--- src/rtl/multicycle_main_fsm_if.sv ---
// Control bundle between the multicycle main FSM and the datapath.
// The slave modport is the FSM side; the master modport is the datapath side.
// With MULTICYCLE_FSM_MEM_WAIT_EN defined, the bundle also carries mem_ready.
interface multicycle_main_fsm_if #(
  parameter int unsigned STATE_W = 4
);
  logic [6:0]         op;
  logic               pcUpdate;
  logic               branch;
  logic               regWrite;
  logic               memWrite;
  logic               irWrite;
  logic               adrSrc;
  logic [1:0]         resultSrc;
  logic [1:0]         aluSrcA;
  logic [1:0]         aluSrcB;
  logic [1:0]         aluOp;
  logic               illegal;
  logic [STATE_W-1:0] state;
`ifdef MULTICYCLE_FSM_MEM_WAIT_EN
  logic               mem_ready;

  modport master (
    output op, mem_ready,
    input  pcUpdate, branch, regWrite, memWrite, irWrite, adrSrc,
           resultSrc, aluSrcA, aluSrcB, aluOp, illegal, state
  );

  modport slave (
    input  op, mem_ready,
    output pcUpdate, branch, regWrite, memWrite, irWrite, adrSrc,
           resultSrc, aluSrcA, aluSrcB, aluOp, illegal, state
  );
`else
  modport master (
    output op,
    input  pcUpdate, branch, regWrite, memWrite, irWrite, adrSrc,
           resultSrc, aluSrcA, aluSrcB, aluOp, illegal, state
  );

  modport slave (
    input  op,
    output pcUpdate, branch, regWrite, memWrite, irWrite, adrSrc,
           resultSrc, aluSrcA, aluSrcB, aluOp, illegal, state
  );
`endif
endinterface

--- src/rtl/multicycle_main_fsm.sv ---
// Main control FSM of the multicycle RV32I core: sequences fetch/decode/
// execute/writeback and drives the datapath selects, strobes and aluOp.
// Optional feature macro: MULTICYCLE_FSM_MEM_WAIT_EN (FETCH, MEMREAD and
// MEMWRITE stall on mem_ready=0).
module multicycle_main_fsm #(
  parameter int unsigned STATE_W = 4
) (
  input  logic                 clk,
  input  logic                 reset,
  multicycle_main_fsm_if.slave bus
);

  localparam logic [6:0] OP_LOAD  = 7'b0000011;
  localparam logic [6:0] OP_STORE = 7'b0100011;
  localparam logic [6:0] OP_RTYPE = 7'b0110011;
  localparam logic [6:0] OP_ITYPE = 7'b0010011;
  localparam logic [6:0] OP_JAL   = 7'b1101111;
  localparam logic [6:0] OP_BEQ   = 7'b1100011;

  typedef enum logic [STATE_W-1:0] {
    S_FETCH    = STATE_W'(0),
    S_DECODE   = STATE_W'(1),
    S_MEMADR   = STATE_W'(2),
    S_MEMREAD  = STATE_W'(3),
    S_MEMWB    = STATE_W'(4),
    S_MEMWRITE = STATE_W'(5),
    S_EXECR    = STATE_W'(6),
    S_EXECI    = STATE_W'(7),
    S_ALUWB    = STATE_W'(8),
    S_JAL      = STATE_W'(9),
    S_BEQ      = STATE_W'(10)
  } state_t;

  state_t     r_state;
  state_t     w_next;
  state_t     w_dec;
  logic       w_mem_ready;
  logic       w_pc_update;
  logic       w_branch;
  logic       w_reg_write;
  logic       w_mem_write;
  logic       w_ir_write;
  logic       w_adr_src;
  logic [1:0] w_result_src;
  logic [1:0] w_alu_src_a;
  logic [1:0] w_alu_src_b;
  logic [1:0] w_alu_op;
  logic       w_illegal;

`ifdef MULTICYCLE_FSM_MEM_WAIT_EN
  assign w_mem_ready = bus.mem_ready;
`else
  assign w_mem_ready = 1'b1;
`endif

  // While reset is held the selects decode as FETCH regardless of r_state.
  assign w_dec = reset ? S_FETCH : r_state;

  // State register with synchronous reset to FETCH.
  always_ff @(posedge clk) begin
    if (reset) begin
      r_state <= S_FETCH;
    end else begin
      r_state <= w_next;
    end
  end

  // Next-state and Moore output decode; illegal is the only op-dependent output.
  always_comb begin
    w_next       = S_FETCH;
    w_pc_update  = 1'b0;
    w_branch     = 1'b0;
    w_reg_write  = 1'b0;
    w_mem_write  = 1'b0;
    w_ir_write   = 1'b0;
    w_adr_src    = 1'b0;
    w_result_src = 2'b00;
    w_alu_src_a  = 2'b00;
    w_alu_src_b  = 2'b00;
    w_alu_op     = 2'b00;
    w_illegal    = 1'b0;
    case (w_dec)
      S_FETCH: begin
        w_adr_src    = 1'b0;
        w_ir_write   = w_mem_ready;
        w_alu_src_a  = 2'b00;
        w_alu_src_b  = 2'b10;
        w_alu_op     = 2'b00;
        w_result_src = 2'b10;
        w_pc_update  = w_mem_ready;
        w_next       = w_mem_ready ? S_DECODE : S_FETCH;
      end
      S_DECODE: begin
        w_alu_src_a = 2'b01;
        w_alu_src_b = 2'b01;
        w_alu_op    = 2'b00;
        case (bus.op)
          OP_LOAD, OP_STORE: w_next = S_MEMADR;
          OP_RTYPE:          w_next = S_EXECR;
          OP_ITYPE:          w_next = S_EXECI;
          OP_JAL:            w_next = S_JAL;
          OP_BEQ:            w_next = S_BEQ;
          default: begin
            w_next    = S_FETCH;
            w_illegal = 1'b1;
          end
        endcase
      end
      S_MEMADR: begin
        w_alu_src_a = 2'b10;
        w_alu_src_b = 2'b01;
        w_alu_op    = 2'b00;
        w_next      = (bus.op == OP_LOAD) ? S_MEMREAD : S_MEMWRITE;
      end
      S_MEMREAD: begin
        w_result_src = 2'b00;
        w_adr_src    = 1'b1;
        w_next       = w_mem_ready ? S_MEMWB : S_MEMREAD;
      end
      S_MEMWB: begin
        w_result_src = 2'b01;
        w_reg_write  = 1'b1;
        w_next       = S_FETCH;
      end
      S_MEMWRITE: begin
        w_result_src = 2'b00;
        w_adr_src    = 1'b1;
        w_mem_write  = 1'b1;
        w_next       = w_mem_ready ? S_FETCH : S_MEMWRITE;
      end
      S_EXECR: begin
        w_alu_src_a = 2'b10;
        w_alu_src_b = 2'b00;
        w_alu_op    = 2'b10;
        w_next      = S_ALUWB;
      end
      S_EXECI: begin
        w_alu_src_a = 2'b10;
        w_alu_src_b = 2'b01;
        w_alu_op    = 2'b10;
        w_next      = S_ALUWB;
      end
      S_ALUWB: begin
        w_result_src = 2'b00;
        w_reg_write  = 1'b1;
        w_next       = S_FETCH;
      end
      S_JAL: begin
        w_alu_src_a  = 2'b01;
        w_alu_src_b  = 2'b10;
        w_alu_op     = 2'b00;
        w_result_src = 2'b00;
        w_pc_update  = 1'b1;
        w_next       = S_ALUWB;
      end
      S_BEQ: begin
        w_alu_src_a  = 2'b10;
        w_alu_src_b  = 2'b00;
        w_alu_op     = 2'b01;
        w_result_src = 2'b00;
        w_branch     = 1'b1;
        w_next       = S_FETCH;
      end
      default: begin
        w_next = S_FETCH;
      end
    endcase
    if (reset) begin
      w_pc_update = 1'b0;
      w_branch    = 1'b0;
      w_reg_write = 1'b0;
      w_mem_write = 1'b0;
      w_ir_write  = 1'b0;
      w_illegal   = 1'b0;
    end
  end

  assign bus.pcUpdate  = w_pc_update;
  assign bus.branch    = w_branch;
  assign bus.regWrite  = w_reg_write;
  assign bus.memWrite  = w_mem_write;
  assign bus.irWrite   = w_ir_write;
  assign bus.adrSrc    = w_adr_src;
  assign bus.resultSrc = w_result_src;
  assign bus.aluSrcA   = w_alu_src_a;
  assign bus.aluSrcB   = w_alu_src_b;
  assign bus.aluOp     = w_alu_op;
  assign bus.illegal   = w_illegal;
  assign bus.state     = r_state;

endmodule

--- src/flat_wrapper.sv ---
// flat-port wrapper written by rule: the top's interface ports become plain ports
module multicycle_main_fsm_flat 
#(
  parameter int unsigned STATE_W = 4
)
  (clk, reset, bus_op, bus_pcUpdate, bus_branch, bus_regWrite, bus_memWrite, bus_irWrite, bus_adrSrc, bus_resultSrc, bus_aluSrcA, bus_aluSrcB, bus_aluOp, bus_illegal, bus_state);
  multicycle_main_fsm_if #(.STATE_W(STATE_W)) bus_i ();
  input  logic clk;
  input  logic reset;
  input wire logic [$bits(bus_i.op)-1:0] bus_op;
  output wire logic [$bits(bus_i.pcUpdate)-1:0] bus_pcUpdate;
  output wire logic [$bits(bus_i.branch)-1:0] bus_branch;
  output wire logic [$bits(bus_i.regWrite)-1:0] bus_regWrite;
  output wire logic [$bits(bus_i.memWrite)-1:0] bus_memWrite;
  output wire logic [$bits(bus_i.irWrite)-1:0] bus_irWrite;
  output wire logic [$bits(bus_i.adrSrc)-1:0] bus_adrSrc;
  output wire logic [$bits(bus_i.resultSrc)-1:0] bus_resultSrc;
  output wire logic [$bits(bus_i.aluSrcA)-1:0] bus_aluSrcA;
  output wire logic [$bits(bus_i.aluSrcB)-1:0] bus_aluSrcB;
  output wire logic [$bits(bus_i.aluOp)-1:0] bus_aluOp;
  output wire logic [$bits(bus_i.illegal)-1:0] bus_illegal;
  output wire logic [$bits(bus_i.state)-1:0] bus_state;
  assign bus_i.op = bus_op;
  assign bus_pcUpdate = bus_i.pcUpdate;
  assign bus_branch = bus_i.branch;
  assign bus_regWrite = bus_i.regWrite;
  assign bus_memWrite = bus_i.memWrite;
  assign bus_irWrite = bus_i.irWrite;
  assign bus_adrSrc = bus_i.adrSrc;
  assign bus_resultSrc = bus_i.resultSrc;
  assign bus_aluSrcA = bus_i.aluSrcA;
  assign bus_aluSrcB = bus_i.aluSrcB;
  assign bus_aluOp = bus_i.aluOp;
  assign bus_illegal = bus_i.illegal;
  assign bus_state = bus_i.state;
  multicycle_main_fsm #(.STATE_W(STATE_W)) u_core (.clk(clk), .reset(reset), .bus(bus_i));
endmodule
--- config.mk ---
export PLATFORM = sky130hd
export DESIGN_NAME = multicycle_main_fsm_flat
export DESIGN_NICKNAME = d
export VERILOG_FILES = /design/src/rtl/multicycle_main_fsm_if.sv /design/src/rtl/multicycle_main_fsm.sv /design/src/flat_wrapper.sv
export SDC_FILE = /design/constraint.sdc
export NUM_CORES = 1
export LEC_CHECK = 0
export ABC_CLOCK_PERIOD_IN_PS = 2930
export CORE_MARGIN = 2
export CORE_UTILIZATION = 30
export CTS_CLUSTER_DIAMETER = 120
export CTS_CLUSTER_SIZE = 28
export DETAILED_ROUTE_END_ITERATION = 8
export GPL_TIMING_DRIVEN = 1
export PLACE_DENSITY = 0.65
export SLEW_MARGIN = 20
export SYNTH_ARGS = -nofsm -noshare
export SYNTH_HDL_FRONTEND = slang
export SYNTH_SLANG_ARGS = --single-unit
export TNS_END_PERCENT = 50
--- constraint.sdc ---
create_clock -name clk -period 2.93 [get_ports clk]
set_input_delay 0.586 -clock clk [delete_from_list [all_inputs] [get_ports clk]]
set_output_delay 0.586 -clock clk [all_outputs]
set_load 0.02 [all_outputs]
==> results.toml <==
[status]
status = "finished clean"

[clocking]
cts_max_level = 1
clkLatencyLatePin_ns = 0.23
cts_tree = "done"
clockBufferDepth = 2
post_cts_resized = 0
root_buffer = "clkbuf_4"
cts_sinks = 4
post_cts_buffers = 0
clk_pin_slew_ns = 0.04
numCtsBuffers = 3
hold_buffers = 0

[power_and_ir_drop]
vdd_drop_max_mv = 0.0769
power.density_nw_per_um2 = 238
p_leak_nw = 0.304

[yosys]
ys_warn_count = 0
synth_edf_count = 0
yosys_register_bits = 4
async_flop_share_pct = 0
synth_flop_cell = "dfxtp_1"
synthTopCellsByArea = "dfxtp_1 16%, xnor2_1 5.1%, buf_6 4.4%"
synth_top_area_cell = "dfxtp_1"
synth_area_sq_um = 514
ys_types = 39
synth_nets = 74
synth_commonest_cells = "4 x dfxtp_1, 4 x nand2_1, 4 x nor2_1"
syn_avg_cell_area_sq_um = 7.91
synth_top_area_share_pct = 15.6
ys_seq_area_share_pct = 15.6
synthCells = 65

[placed_design]
dp.final_hpwl_um = 1070
placed_cell_area_sq_um = 797
place_congestion = 0.787
io_buffers = 27

[routing]
met3WireLength_um = 34
wire_per_inst_um = 11.9
top_layer = "met3"
routed_wl_um = 1310
via_per_inst = 5.30
wl_met1_um = 651
drc_errors = 0
dr.pass1.iters = 4
drt_iter0_drc = 7
wl_met2_um = 625
vias = 583
postRouteAntennaNets = 0

[global_routing]
grt_max_degree = 17
grt_first_pass_wirelength_um = 2050
grt_pass1_vias = 474
overflow = 0
track_usage_pct = 13.5
antenna_found_initial = 0

[die]
rows = 14
start_util_pct = 33.0
die_w_um = 45.4
io-pin-count = 28
chipHeight_um = 45.4
die_area_sq_um = 2060
core_sq_um = 1560

[job]
maxCapViolCount = 0

[timing]
max-slew-margin-rel_pct = 64.5
rsz0062_at_grt = "false"
skew_ns = 0.00205
layout_min_cycle_time_ns = 2.85
setup_viol = 0
worst_pin_slew_ns = 0.531
drv_slew = 0
finalSetupTns_ns = 0
period_share_pct = 97.2
max_freq_mhz = 351
hold_viol = 0

[layout]
fill_cells = 158
fin_area_sq_um = 822
multi_input_area_sq_um = 393
drive_above_1_share_pct = 16.0
nNetsFinal = 105
regArea_sq_um = 80.1
largest_register_ffs = 4
syn_to_final_growth_pct = 59.9
antenna_cells = 0

[worst_setup_path]
path_class = "in -> out"
critical_path.endpoint = "bus_adrSrc"
cp_data_arrival_time_ns = 2.26
critPathRequiredTime_ns = 2.34
timing.critical_path.from = "reset"
r2r_cells = 5
critPathCaptureType = "output port"
reg2reg_setup_slack_ns = 1.38
crit_fanout = 6
r2r_start = "u_core.bus.state[0]"
startpoint_type = "input port"
worstReg2RegEnd = "u_core.bus.state[2]"

[worst_hold_path]
holdCritPathClass = "reg -> reg"
==> worst max-delay path, cell delays in order <==
cell	delay, ns
clkdlybuf4s50_1	0.52
buf_4	0.21
nor4b_1	0.28
clkdlybuf4s50_1	0.65
==> report_power, final <==
group          total (mW)  internal (mW)  switching (mW)
combinational      0.0679         0.0368          0.0311
sequential         0.0611         0.0560         0.00512
clock              0.0670         0.0457          0.0212
==> through the flow <==
stage | utilization (%) | setup WS [ns] | power, mW | cells | hold slack, ns
6_report | 52.7 | 0.0835 | 0.196 | 110 | 0.756
5_1_grt | 52.7 | 0.0276 | 0.205 | 110 | 0.822
4_1_cts | 52.6 | 0.0769 | 0.199 | 110 | 0.762
3_5_place_dp | 51.1 | 0.0825 | 0.130 | 107 | 0.753
3_3_place_gp | 51.1 | 0.0555 | 0.130 | 107 | 0.757
2_1_floorplan | - | 0.767 | 0.0938 | 65 | 0.706
==> cell usage in the layout (no fill, tap or decap), types with 2 or more instances in the layout <==
| cell type | n |
|---|---|
| nand2b_1 | 3 |
| clkdlybuf4s50_1 | 26 |
| nor2b_1 | 3 |
| nand3_1 | 2 |
| dfxtp_1 | 4 |
| nor4_1 | 3 |
| xor2_1 | 2 |
| and4b_1 | 2 |
| a31oi_1 | 2 |
| nor2_1 | 4 |
| a21oi_1 | 3 |
| nor3_1 | 2 |
| nor4b_1 | 2 |
| buf_4 | 4 |
| xnor2_1 | 3 |
| clkbuf_4 | 3 |
| nand2_1 | 4 |
==> final cells by class <==
| type | count | area share [%] |
|---|---|---|
| multi-input combinational | 55 | 47.8 |
| inverter | 1 | 0.457 |
| timing repair buffer | 31 | 36.8 |
| tap | 16 | 2.44 |
| clock buffer | 3 | 2.74 |
| sequential | 4 | 9.74 |
==> worst min path at each step <==
stage / start / to / cells after the start
global placement: u_core.bus.state[3] / u_core.bus.state[3] / 2
CTS: u_core.bus.state[3] / u_core.bus.state[3] / 2
floorplan: u_core.bus.state[3] / u_core.bus.state[0] / 3
finish: u_core.bus.state[3] / u_core.bus.state[3] / 2
detailed placement: u_core.bus.state[3] / u_core.bus.state[3] / 2
global route: u_core.bus.state[3] / u_core.bus.state[3] / 2
==> metal layers <==
layer  vias to the layer above  track usage [%]
met5                         -                0
met4                         0             7.06
met3                         0             2.78
met2                        12             19.2
met1                       272             19.0
li1                        299                -
==> logic make-up after synthesis <==
kind of cell	Yosys count	share of synthesized area (%)
mux	1	2.19
simple gates	35	44.5
xor+xnor	5	8.52
compound gates	14	21.2
buf+inv	6	8.03
flops	4	15.6
Note: power is estimated with default switching activity, not from simulation.
